**config.mk**
```make
export PLATFORM = sky130hd
export DESIGN_NAME = rs_issue_scheduler
export DESIGN_NICKNAME = d
export VERILOG_FILES = /design/src/rtl/rs_issue_scheduler.sv
export SDC_FILE = /design/constraint.sdc
export NUM_CORES = 1
export LEC_CHECK = 0
export CAP_MARGIN = 20
export CORE_MARGIN = 2
export CORE_UTILIZATION = 50
export CTS_CLUSTER_SIZE = 12
export DETAILED_ROUTE_END_ITERATION = 6
export GPL_TIMING_DRIVEN = 1
export HOLD_SLACK_MARGIN = 0.1
export MAX_ROUTING_LAYER = met4
export PLACE_DENSITY_LB_ADDON = 0.2
export SLEW_MARGIN = 20
export SYNTH_ARGS = -nofsm -noshare
export SYNTH_HDL_FRONTEND = slang
export SYNTH_SLANG_ARGS = --single-unit
```
**constraint.sdc**
```tcl
create_clock -name clk -period 15.1 [get_ports clk]
set_input_delay 3.775 -clock clk [delete_from_list [all_inputs] [get_ports clk]]
set_output_delay 3.775 -clock clk [all_outputs]
set_load 0.05 [all_outputs]
```
**src/rtl/rs_issue_scheduler.sv**
```systemverilog
// Issue scheduler between one reservation station and a multi-cycle,
// non-pipelined functional unit. Picks the oldest ready entry by ROB age,
// offers it to the FU, tracks it through execution and presents its ROB tag
// for writeback. Work younger than a flush point is squashed.
//
// state | meaning
// IDLE  | nothing held; looking for the oldest ready candidate
// ISSUE | selected op offered to the FU, waiting for issue_ready
// EXEC  | FU busy with the accepted op, counter running down
// DONE  | result tag offered for writeback, waiting for done_ready
module rs_issue_scheduler #(
  parameter int NUM_ENTRIES = 4,
  parameter int TAG_W       = 3,
  parameter int FU_LATENCY  = 3,
  localparam int IDX_W      = $clog2(NUM_ENTRIES),
  localparam int CNT_W      = (FU_LATENCY > 1) ? $clog2(FU_LATENCY) : 1
) (
  input  logic                         clk,
  input  logic                         reset,
  input  logic [NUM_ENTRIES-1:0]       entry_ready,
  input  logic [NUM_ENTRIES*TAG_W-1:0] entry_rob_tag,
  input  logic [TAG_W-1:0]             rob_head,
  output logic                         issue_valid,
  input  logic                         issue_ready,
  output logic [IDX_W-1:0]             issue_idx,
  output logic [TAG_W-1:0]             issue_tag,
  output logic [NUM_ENTRIES-1:0]       entry_clear,
  output logic                         fu_busy,
  output logic                         done_valid,
  input  logic                         done_ready,
  output logic [TAG_W-1:0]             done_tag,
  input  logic                         flush,
  input  logic [TAG_W-1:0]             flush_tag
);

  typedef enum logic [1:0] {
    IDLE  = 2'd0,
    ISSUE = 2'd1,
    EXEC  = 2'd2,
    DONE  = 2'd3
  } state_t;

  state_t             state, state_n;
  logic [IDX_W-1:0]   sel_idx, sel_idx_n;
  logic [TAG_W-1:0]   sel_tag, sel_tag_n;
  logic [CNT_W-1:0]   cnt, cnt_n;

  logic [TAG_W-1:0]   flush_age;
  logic [TAG_W-1:0]   sel_age;
  logic               squash;
  logic               accept;

  logic               any_cand;
  logic [IDX_W-1:0]   best_idx;
  logic [TAG_W-1:0]   best_tag;
  logic [TAG_W-1:0]   best_age;
  logic [TAG_W-1:0]   cur_tag;
  logic [TAG_W-1:0]   cur_age;
  logic               cur_cand;

  // Ages wrap modulo 2**TAG_W, so plain subtraction at TAG_W width is enough.
  assign flush_age = flush_tag - rob_head;
  assign sel_age   = sel_tag - rob_head;

  // The held op is killed when a flush names an older instruction.
  assign squash = flush && (state != IDLE) && (sel_age > flush_age);

  assign issue_valid = (state == ISSUE) && !squash;
  assign accept      = issue_valid && issue_ready;
  assign entry_clear = accept ? (NUM_ENTRIES'(1) << sel_idx) : '0;
  assign done_valid  = (state == DONE) && !squash;

  assign issue_idx = sel_idx;
  assign issue_tag = sel_tag;
  assign done_tag  = sel_tag;

  // Oldest-candidate search; strict less-than keeps the lowest index on ties.
  always_comb begin
    any_cand = 1'b0;
    best_idx = '0;
    best_tag = '0;
    best_age = '0;
    cur_tag  = '0;
    cur_age  = '0;
    cur_cand = 1'b0;
    for (int i = 0; i < NUM_ENTRIES; i++) begin
      cur_tag  = entry_rob_tag[i*TAG_W +: TAG_W];
      cur_age  = cur_tag - rob_head;
      cur_cand = entry_ready[i] && !(flush && (cur_age > flush_age));
      if (cur_cand && (!any_cand || (cur_age < best_age))) begin
        any_cand = 1'b1;
        best_idx = IDX_W'(i);
        best_tag = cur_tag;
        best_age = cur_age;
      end
    end
  end

  // Next-state logic; a squash overrides every other transition.
  always_comb begin
    state_n   = state;
    sel_idx_n = sel_idx;
    sel_tag_n = sel_tag;
    cnt_n     = cnt;
    case (state)
      IDLE: begin
        if (any_cand) begin
          state_n   = ISSUE;
          sel_idx_n = best_idx;
          sel_tag_n = best_tag;
        end
      end
      ISSUE: begin
        if (squash) begin
          state_n = IDLE;
        end else if (accept) begin
          state_n = (FU_LATENCY == 1) ? DONE : EXEC;
          cnt_n   = CNT_W'(FU_LATENCY - 1);
        end
      end
      EXEC: begin
        if (squash) begin
          state_n = IDLE;
        end else begin
          // Leaving on the cycle the count reaches zero gives DONE exactly
          // FU_LATENCY cycles after accept.
          cnt_n = cnt - CNT_W'(1);
          if (cnt <= CNT_W'(1)) begin
            state_n = DONE;
          end
        end
      end
      DONE: begin
        if (squash || (done_valid && done_ready)) begin
          state_n = IDLE;
        end
      end
      default: state_n = IDLE;
    endcase
  end

  // State and held-op registers; fu_busy is registered from the next state.
  always_ff @(posedge clk) begin
    if (reset) begin
      state   <= IDLE;
      sel_idx <= '0;
      sel_tag <= '0;
      cnt     <= '0;
      fu_busy <= 1'b0;
    end else begin
      state   <= state_n;
      sel_idx <= sel_idx_n;
      sel_tag <= sel_tag_n;
      cnt     <= cnt_n;
      fu_busy <= (state_n == EXEC) || (state_n == DONE);
    end
  end

endmodule

```
==> impl_metrics.py <==
metrics = {
    "sta": {
        "period_share": 0.766,
        "skew_ns": 0.00768,
        "drv_slew": 0,
        "hold_viol": 0,
        "worst_slack_ns": 3.53,
        "rsz0062_at_grt": "false",
        "slew_headroom": 0.539,
        "setup_viol_count_final": 0,
        "period_needed_ns": 11.57,
        "worst_slew_pin_slew_ns": 0.684,
        "clock.fmax_mhz": 86.4,
        "finalSetupTns_ns": 0,
    },
    "worst_hold_path": {
        "min_from": "issue_idx[0]",
        "holdPathEnd": "issue_idx[0]",
        "worstHoldPathType": "flip-flop to flip-flop",
        "hold_path_depth": 2,
    },
    "critical_path": {
        "cp.arrival_ns": 7.80,
        "cp-end-kind": "output pin",
        "r2r_end": "cnt[0]",
        "cp_top_family": "buffers and inverters",
        "reg2reg_slack_ns": 12.32,
        "cp.required_ns": 11.32,
        "cp_slowest_stage_delay_ns": 0.71,
        "path_class": "primary input to output pin",
        "r2r_cells": 12,
        "cp_slowest_cell": "clkdlybuf4s50_1",
        "startpoint_type": "primary input",
        "cp_cell_sequence": "clkdlybuf4s50_1 > inv_1 > ha_1 > inv_1 > fa_1 > xnor2_1 > ha_1 > a311oi_1 > nor2b_1 > nor2b_1 > and3b_1 > and2_1 > clkdlybuf4s50_1",
        "timing.rr.start": "done_tag[0]",
        "worst-path-max-fanout": 6,
        "cp_num_buf_inv": 4,
    },
    "route": {
        "firstDrtPassIters": 4,
        "drt-initial-drc-count": 122,
        "finalWirelength_um": 4260,
        "vias_per_cell": 5.49,
        "wl_per_cell_um": 14.9,
        "drc": 0,
        "vias": 1576,
        "drtAntennaViolNets": 0,
    },
    "clocking": {
        "cts_made_buffers": 3,
        "cts-root-buf": "clkbuf_4",
        "hold_buffers": 0,
        "clk_latency_ns": 0.26,
        "htreeDepth": 1,
        "cts_sinks": 9,
        "post_cts_resized": 0,
        "postCtsSetupBuffers": 0,
        "tritoncts": "done",
        "path_clk_slew_ns": 0.06,
        "cts_buffer_depth": 2,
    },
    "place": {
        "dpl.hpwl_um": 3540,
        "place_ws_ns": 3.55,
        "gp_congestion": 0.963,
        "port_buffers": 41,
    },
    "global_routing": {
        "overflow": 0,
        "grt_pass1_wl_um": 7080,
        "grt_pass1_vias": 1494,
        "antenna_found_initial": 0,
        "grt_max_degree": 14,
        "track_usage": 0.258,
    },
    "run": {
        "maxCapViolCount": 0,
    },
    "synthesis": {
        "syn_area_per_cell_um2": 7.97,
        "synth_area_um2": 1640,
        "ys_types": 48,
        "seq_area_frac_synth": 0.110,
        "ys_ff_latch": 9,
        "syn_inst": 206,
        "syn-num-nets": 262,
        "ys_warn_count": 0,
    },
    "layout": {
        "num_antenna_cells": 0,
        "drive_above_1_share": 0.0494,
        "area_growth_pct": 27.0,
        "num-fill-cells": 258,
        "nets": 300,
        "regArea_um2": 180,
        "final_common_cell": "clkdlybuf4s50_1",
        "multi_input_area_um2": 1340,
        "most-common-layout-cells": "41 x clkdlybuf4s50_1, 23 x ha_1, 21 x nor2_1, 20 x inv_1, 14 x nand2_1",
    },
    "die": {
        "ioPinCount": 42,
        "core_um2": 3080,
        "start_util": 0.533,
        "rows": 20,
        "die-area_um2": 3760,
        "die_w_um": 61.3,
        "die_y_um": 61.3,
    },
    "power": {
        "power.leakage_nw": 0.899,
        "p_per_area_nw_per_um2": 139,
        "total_power_w": 0.000290,
        "peakVddDrop_v": 0.0000766,
    },
    "run_status": {
        "status": "complete, no violations",
    },
}
[power by group]
part	switching, W	internal (W)	total (W)	leakage [nW]
Combinational	0.000136	0.0000918	0.000228	0.810
Sequential	0.0000108	0.0000322	0.0000430	0.0745
Clock	0.00000816	0.0000102	0.0000183	0.0150
[state kept, by name, indices dropped and copies added, names as in the netlist]
register and count:
fu_busy 1, issue_idx 2, done_tag 3, cnt 2
state 1
[worst min-delay path, delay by kind of cell, from the launching register on]
kind            cells  cell delay (ns)
simple gates        1             0.11
compound gates      1             0.05
flops               1             0.33
[cell usage after synthesis, drive strengths merged]
cell type / n / area share
a211o: 3 / 0.016
o211ai: 1 / 0.0046
nor2b: 4 / 0.015
nor3: 2 / 0.0061
and3: 2 / 0.0076
dfxtp: 9 / 0.11
ha: 23 / 0.18
o2bb2ai: 1 / 0.0053
and3b: 1 / 0.0053
nand2: 14 / 0.032
nor3b: 2 / 0.0091
clkbuf: 3 / 0.0069
fa: 6 / 0.073
o21a: 3 / 0.014
o211a: 2 / 0.017
xor2: 9 / 0.053
a21oi: 12 / 0.037
buf: 5 / 0.023
a2111o: 1 / 0.0069
o21ba: 1 / 0.0061
nor4: 1 / 0.0038
o2111ai: 1 / 0.0053
inv: 20 / 0.046
nand3: 2 / 0.0061
a31oi: 1 / 0.0038
a21boi: 2 / 0.0091
o41ai: 1 / 0.017
and2: 4 / 0.015
a311oi: 4 / 0.021
nand2b: 6 / 0.023
xnor2: 8 / 0.043
nor2: 21 / 0.048
o221ai: 1 / 0.0091
a21bo: 1 / 0.0061
o21ai: 12 / 0.039
or3: 1 / 0.0038
a22oi: 4 / 0.021
a21o: 7 / 0.032
a211oi: 5 / 0.026
[area by class of cell]
type,count,share of cell area
inverter,20,0.0360
clock buffer,4,0.0126
tap,44,0.0264
multi-input combinational,169,0.642
sequential,9,0.0864
timing repair buffer,41,0.197
[per-layer routing]
metal,vias to the layer above,track usage,wire [um]
met5,-,-,0
met4,0,0.0186,0
met3,0,0.0315,247
met2,49,0.384,1830
met1,725,0.387,2190
li1,802,-,-
[how the worst max path moves through the flow]
stage / startpoint / to / cells after the start
final: flush_tag[0] / entry_clear[0] / 13
after global routing: flush_tag[0] / entry_clear[0] / 13
after CTS: flush_tag[0] / entry_clear[0] / 13
after detailed placement: flush_tag[0] / entry_clear[0] / 13
after global placement: flush_tag[0] / entry_clear[0] / 13
after floorplan: flush_tag[0] / entry_clear[1] / 13
[metrics by stage]
stage / std cells / area, um^2 / util / hold slack [ns]
2_1_floorplan: 206 / 1640 / - / 0.494
3_3_place_gp: 283 / 2060 / 0.669 / 0.514
3_5_place_dp: 283 / 2060 / 0.669 / 0.523
4_1_cts: 287 / 2080 / 0.677 / 0.537
5_1_grt: 287 / 2080 / 0.677 / 0.562
6_report: 287 / 2080 / 0.677 / 0.538
[kinds of logic (layout without fill, tap and decap cells)]
logic type      count (synthesis)  in the layout  synth area share
fa+ha+maj                      29             29             0.248
xor+xnor                       17             17            0.0953
simple gates                   60             60             0.175
compound gates                 63             63             0.296
buf+inv                        28             65            0.0755
flops                           9              9             0.110
Power figures use the tool's default switching activity.
